===== src/rtl/lu_seq_controller.sv =====
// Sequencing controller for an external AND/OR logic unit: collects two operands from a shared
// bus, lets the unit evaluate for one cycle, then holds the captured result until acknowledged.
module lu_seq_controller #(
    parameter int unsigned W = 4
) (
    input  logic         i_clk,
    input  logic         i_rst_n,
    input  logic         i_start,
    input  logic         i_op,
    input  logic [W-1:0] i_data_in,
    input  logic         i_in_valid,
    output logic         o_in_ready,
    output logic [W-1:0] o_data_a,
    output logic [W-1:0] o_data_b,
    output logic         o_control,
    input  logic [W-1:0] i_lu_out,
    input  logic         i_lu_n,
    input  logic         i_lu_z,
    output logic [W-1:0] o_result,
    output logic         o_flag_n,
    output logic         o_flag_z,
    output logic         o_done,
    input  logic         i_ack,
    output logic         o_busy,
    output logic [7:0]   o_op_cnt
);

    typedef enum logic [2:0] {
        StIdle,
        StGetA,
        StGetB,
        StExec,
        StHold
    } state_t;

    state_t       r_state;
    logic [W-1:0] r_data_a;
    logic [W-1:0] r_data_b;
    logic         r_control;
    logic [W-1:0] r_result;
    logic         r_flag_n;
    logic         r_flag_z;
    logic         r_done;
    logic         r_busy;
    logic         r_in_ready;
    logic [7:0]   r_op_cnt;

    // Status outputs are registered alongside the state they decode, so they change on the
    // same edge as the state transition.
    always_ff @(posedge i_clk or negedge i_rst_n) begin
        if (!i_rst_n) begin
            r_state    <= StIdle;
            r_data_a   <= '0;
            r_data_b   <= '0;
            r_control  <= 1'b0;
            r_result   <= '0;
            r_flag_n   <= 1'b0;
            r_flag_z   <= 1'b0;
            r_done     <= 1'b0;
            r_busy     <= 1'b0;
            r_in_ready <= 1'b0;
            r_op_cnt   <= 8'd0;
        end else begin
            unique case (r_state)
                StIdle: begin
                    if (i_start) begin
                        r_state    <= StGetA;
                        r_control  <= i_op;
                        r_busy     <= 1'b1;
                        r_in_ready <= 1'b1;
                    end
                end
                StGetA: begin
                    if (i_in_valid) begin
                        r_data_a <= i_data_in;
                        r_state  <= StGetB;
                    end
                end
                StGetB: begin
                    if (i_in_valid) begin
                        r_data_b   <= i_data_in;
                        r_state    <= StExec;
                        r_in_ready <= 1'b0;
                    end
                end
                StExec: begin
                    r_result <= i_lu_out;
                    r_flag_n <= i_lu_n;
                    r_flag_z <= i_lu_z;
                    r_op_cnt <= r_op_cnt + 8'd1;
                    r_done   <= 1'b1;
                    r_state  <= StHold;
                end
                StHold: begin
                    // A START arriving with ACK is dropped; a new operation needs IDLE first.
                    if (i_ack) begin
                        r_done  <= 1'b0;
                        r_busy  <= 1'b0;
                        r_state <= StIdle;
                    end
                end
                default: begin
                    r_state    <= StIdle;
                    r_done     <= 1'b0;
                    r_busy     <= 1'b0;
                    r_in_ready <= 1'b0;
                end
            endcase
        end
    end

    assign o_in_ready = r_in_ready;
    assign o_data_a   = r_data_a;
    assign o_data_b   = r_data_b;
    assign o_control  = r_control;
    assign o_result   = r_result;
    assign o_flag_n   = r_flag_n;
    assign o_flag_z   = r_flag_z;
    assign o_done     = r_done;
    assign o_busy     = r_busy;
    assign o_op_cnt   = r_op_cnt;

endmodule


===== config.mk =====
export PLATFORM = sky130hd
export DESIGN_NAME = lu_seq_controller
export DESIGN_NICKNAME = d
export VERILOG_FILES = /design/src/rtl/lu_seq_controller.sv
export SDC_FILE = /design/constraint.sdc
export NUM_CORES = 1
export LEC_CHECK = 0
export CAP_MARGIN = 0
export CORE_MARGIN = 4
export CORE_UTILIZATION = 48
export CTS_CLUSTER_DIAMETER = 120
export DETAILED_ROUTE_END_ITERATION = 10
export GPL_ROUTABILITY_DRIVEN = 0
export PLACE_DENSITY = 0.87
export SYNTH_ARGS = -nofsm -noshare
export SYNTH_HDL_FRONTEND = slang
export SYNTH_SLANG_ARGS = --single-unit

===== constraint.sdc =====
create_clock -name i_clk -period 2.67 [get_ports i_clk]
set_input_delay 0.267 -clock i_clk [delete_from_list [all_inputs] [get_ports i_clk]]
set_output_delay 0.267 -clock i_clk [all_outputs]
set_load 0.01 [all_outputs]

==> results.json <==
{
  "route.vias.total": 930,
  "clock_latency_ns": 0.32,
  "worst-path-buf-inv": 1,
  "viasPerCell": 5.08,
  "placed_area_um2": 1660,
  "synthArstFlopShare_pct": 100,
  "synth_cells": 108,
  "setup_viol": 0,
  "fillers": 204,
  "ant_nets": 0,
  "fin_util_pct": 69.1,
  "cts.clk_slew.worst_paths_ns": 0.09,
  "synth_edf_count": 0,
  "power_density_nw_per_um2": 1080,
  "ctsHoldBuffers": 0,
  "first_iter_violations": 25,
  "cpLargestDelayFamily": "buffers and inverters",
  "cp_slowest_stage_delay_ns": 0.57,
  "dr.pass1.iters": 4,
  "yosys_most_used_dff": "dfrtp_1",
  "worst_setup_path_end_kind": "primary output",
  "drt-wirelength-per-cell_um": 13.8,
  "clkSinkCount": 29,
  "cts_resized": 0,
  "io_pins": 42,
  "htreeDepth": 2,
  "area_growth_pct": 36.8,
  "tns_ns": 0,
  "clock-root-buffer": "clkbuf_4",
  "layout_common_cells": "clkdlybuf4s50_1 (41), dfrtp_1 (29), nand2_1 (27), mux2_2 (8), clkbuf_4 (5)",
  "cp.required_ns": 2.40,
  "overflow": 0,
  "drc": 0,
  "drive_gt1_share_pct": 13.1,
  "layout_min_cycle_time_ns": 1.61,
  "synth-seq-cells": 29,
  "path_class": "register to primary output",
  "final_nets": 169,
  "grt_pass1_wl_um": 4180,
  "post_cts_buffers": 0,
  "finalPower_mw": 1.84,
  "design_area_um2": 1710,
  "crit_fanout": 6,
  "synth_warnings": 0,
  "cap_violations": 0,
  "crit_chain": "clkdlybuf4s50_1",
  "cpMaxStageDelayCell": "clkdlybuf4s50_1",
  "cts_tree": "done",
  "cts_inserted_buffers": 5,
  "dp_hpwl_um": 1980,
  "final_common_cell": "clkdlybuf4s50_1",
  "dieWidth_um": 59.1,
  "dieArea_um2": 3490,
  "status": "finished clean",
  "peakVddDrop_uv": 655,
  "syn_area_um2": 1250,
  "hold_class": "primary input to async pin",
  "reg2reg_slack_ns": 1.07,
  "holdWs_ns": 0.308,
  "grt_max_degree": 30,
  "syn_nets": 125,
  "cp.arrival_ns": 1.34,
  "initial_core_util_pct": 50.5,
  "rows": 18,
  "skew_ns": 0.00893,
  "p_leak_nw": 0.763,
  "grtUsageTotal_pct": 16.2,
  "timing.final.crit_share_pct": 60.3,
  "relSlewSlack_pct": 69.2,
  "ctsLongestPathBuffers": 2,
  "first_global_vias": 940,
  "antenna_found_initial": 0,
  "wl_um": 2530,
  "tightest_slew_ns": 0.461,
  "rsz0062_at_grt": "no",
  "fmax_mhz": 621,
  "die_h_um": 59.1,
  "avgSynthCellArea_um2": 11.6,
  "hold_viol_final": 0,
  "synth.distinct_cells": 26,
  "path_depth": 1,
  "fp.coreArea_um2": 2480,
  "cp-start-kind": "register",
  "numPortBuffers": 41,
  "yosysSeqAreaShare_pct": 58.0,
  "diodes": 0,
  "r2r_cells": 3,
  "slew_viol_final": 0
}
[per-layer routing]
layer / vias up / global-route usage (%) / share of wire (%)
met5: - / 0 / 0
met4: 0 / 3.88 / 1.2
met3: 5 / 6.10 / 6.3
li1: 452 / - / -
met2: 23 / 28.1 / 53
met1: 450 / 19.0 / 40
[area by class of cell]
type                       count  area [µm²]  share of cell area (%)
sequential                    29         726                    42.4
multi-input combinational     74         479                    28.0
timing repair buffer          42         418                    24.4
clock buffer                   6        41.3                    2.41
tap                           30        37.5                    2.19
clock inverter                 2        10.0                   0.585
[final timing paths]
path                                to        start
max                        o_op_cnt[3]  o_op_cnt[3]
min                        o_data_b[1]      i_rst_n
max reg2reg                o_op_cnt[5]   r_state[2]
min reg2reg                o_op_cnt[7]  o_op_cnt[7]
max in group asynchronous  o_result[0]      i_rst_n
min in group i_clk         o_op_cnt[7]  o_op_cnt[7]
[kinds of logic (layout without fill, tap and decap cells)]
| group | Yosys count | count (layout) | share of synthesized area (%) |
|---|---|---|---|
| and+or+nand+nor | 49 | 49 | 20.8 |
| AOI/OAI and AO/OA | 9 | 9 | 4.40 |
| DFF | 29 | 29 | 58.0 |
| muxes | 8 | 8 | 7.20 |
| xor gates and xnor gates | 7 | 7 | 4.90 |
| adders and majority gates | 1 | 1 | 1.00 |
| buffers and inverters | 5 | 50 | 3.70 |
[sequential cells by signal (all words and copies together), names as in the netlist]
name        cells
o_in_ready      1
o_control       1
r_state         3
o_data_a        4
o_done          1
o_busy          1
o_flag_z        1
o_op_cnt        8
o_data_b        4
o_result        4
o_flag_n        1
[cell usage after synthesis, types with 2 or more instances]
cell type  count  area (µm²)
nand2_1       27         101
nor2b_1        2        12.5
nor2_1         2        7.51
mux2_2         8        90.1
o21ai_0        3        15.0
a21oi_1        3        15.0
nand3b_1       4        30.0
xnor2_1        4        35.0
nor3_1         4        20.0
buf_6          3        33.8
dfrtp_1       29         726
xor2_1         3        26.3
nand4_1        3        18.8
[through the flow]
step           std cells  setup WS [ns]
3_3_place_gp         175           1.06
6_report             183           1.06
2_1_floorplan        108           1.33
3_5_place_dp         175           1.03
4_1_cts              183           1.05
5_1_grt              183          0.859
[power breakdown]
group	internal [mW]	switching (mW)
Sequential	0.626	0.174
Clock	0.100	0.141
Combinational	0.473	0.326
Total	1.20	0.642
(Power assumes the default switching activity.)
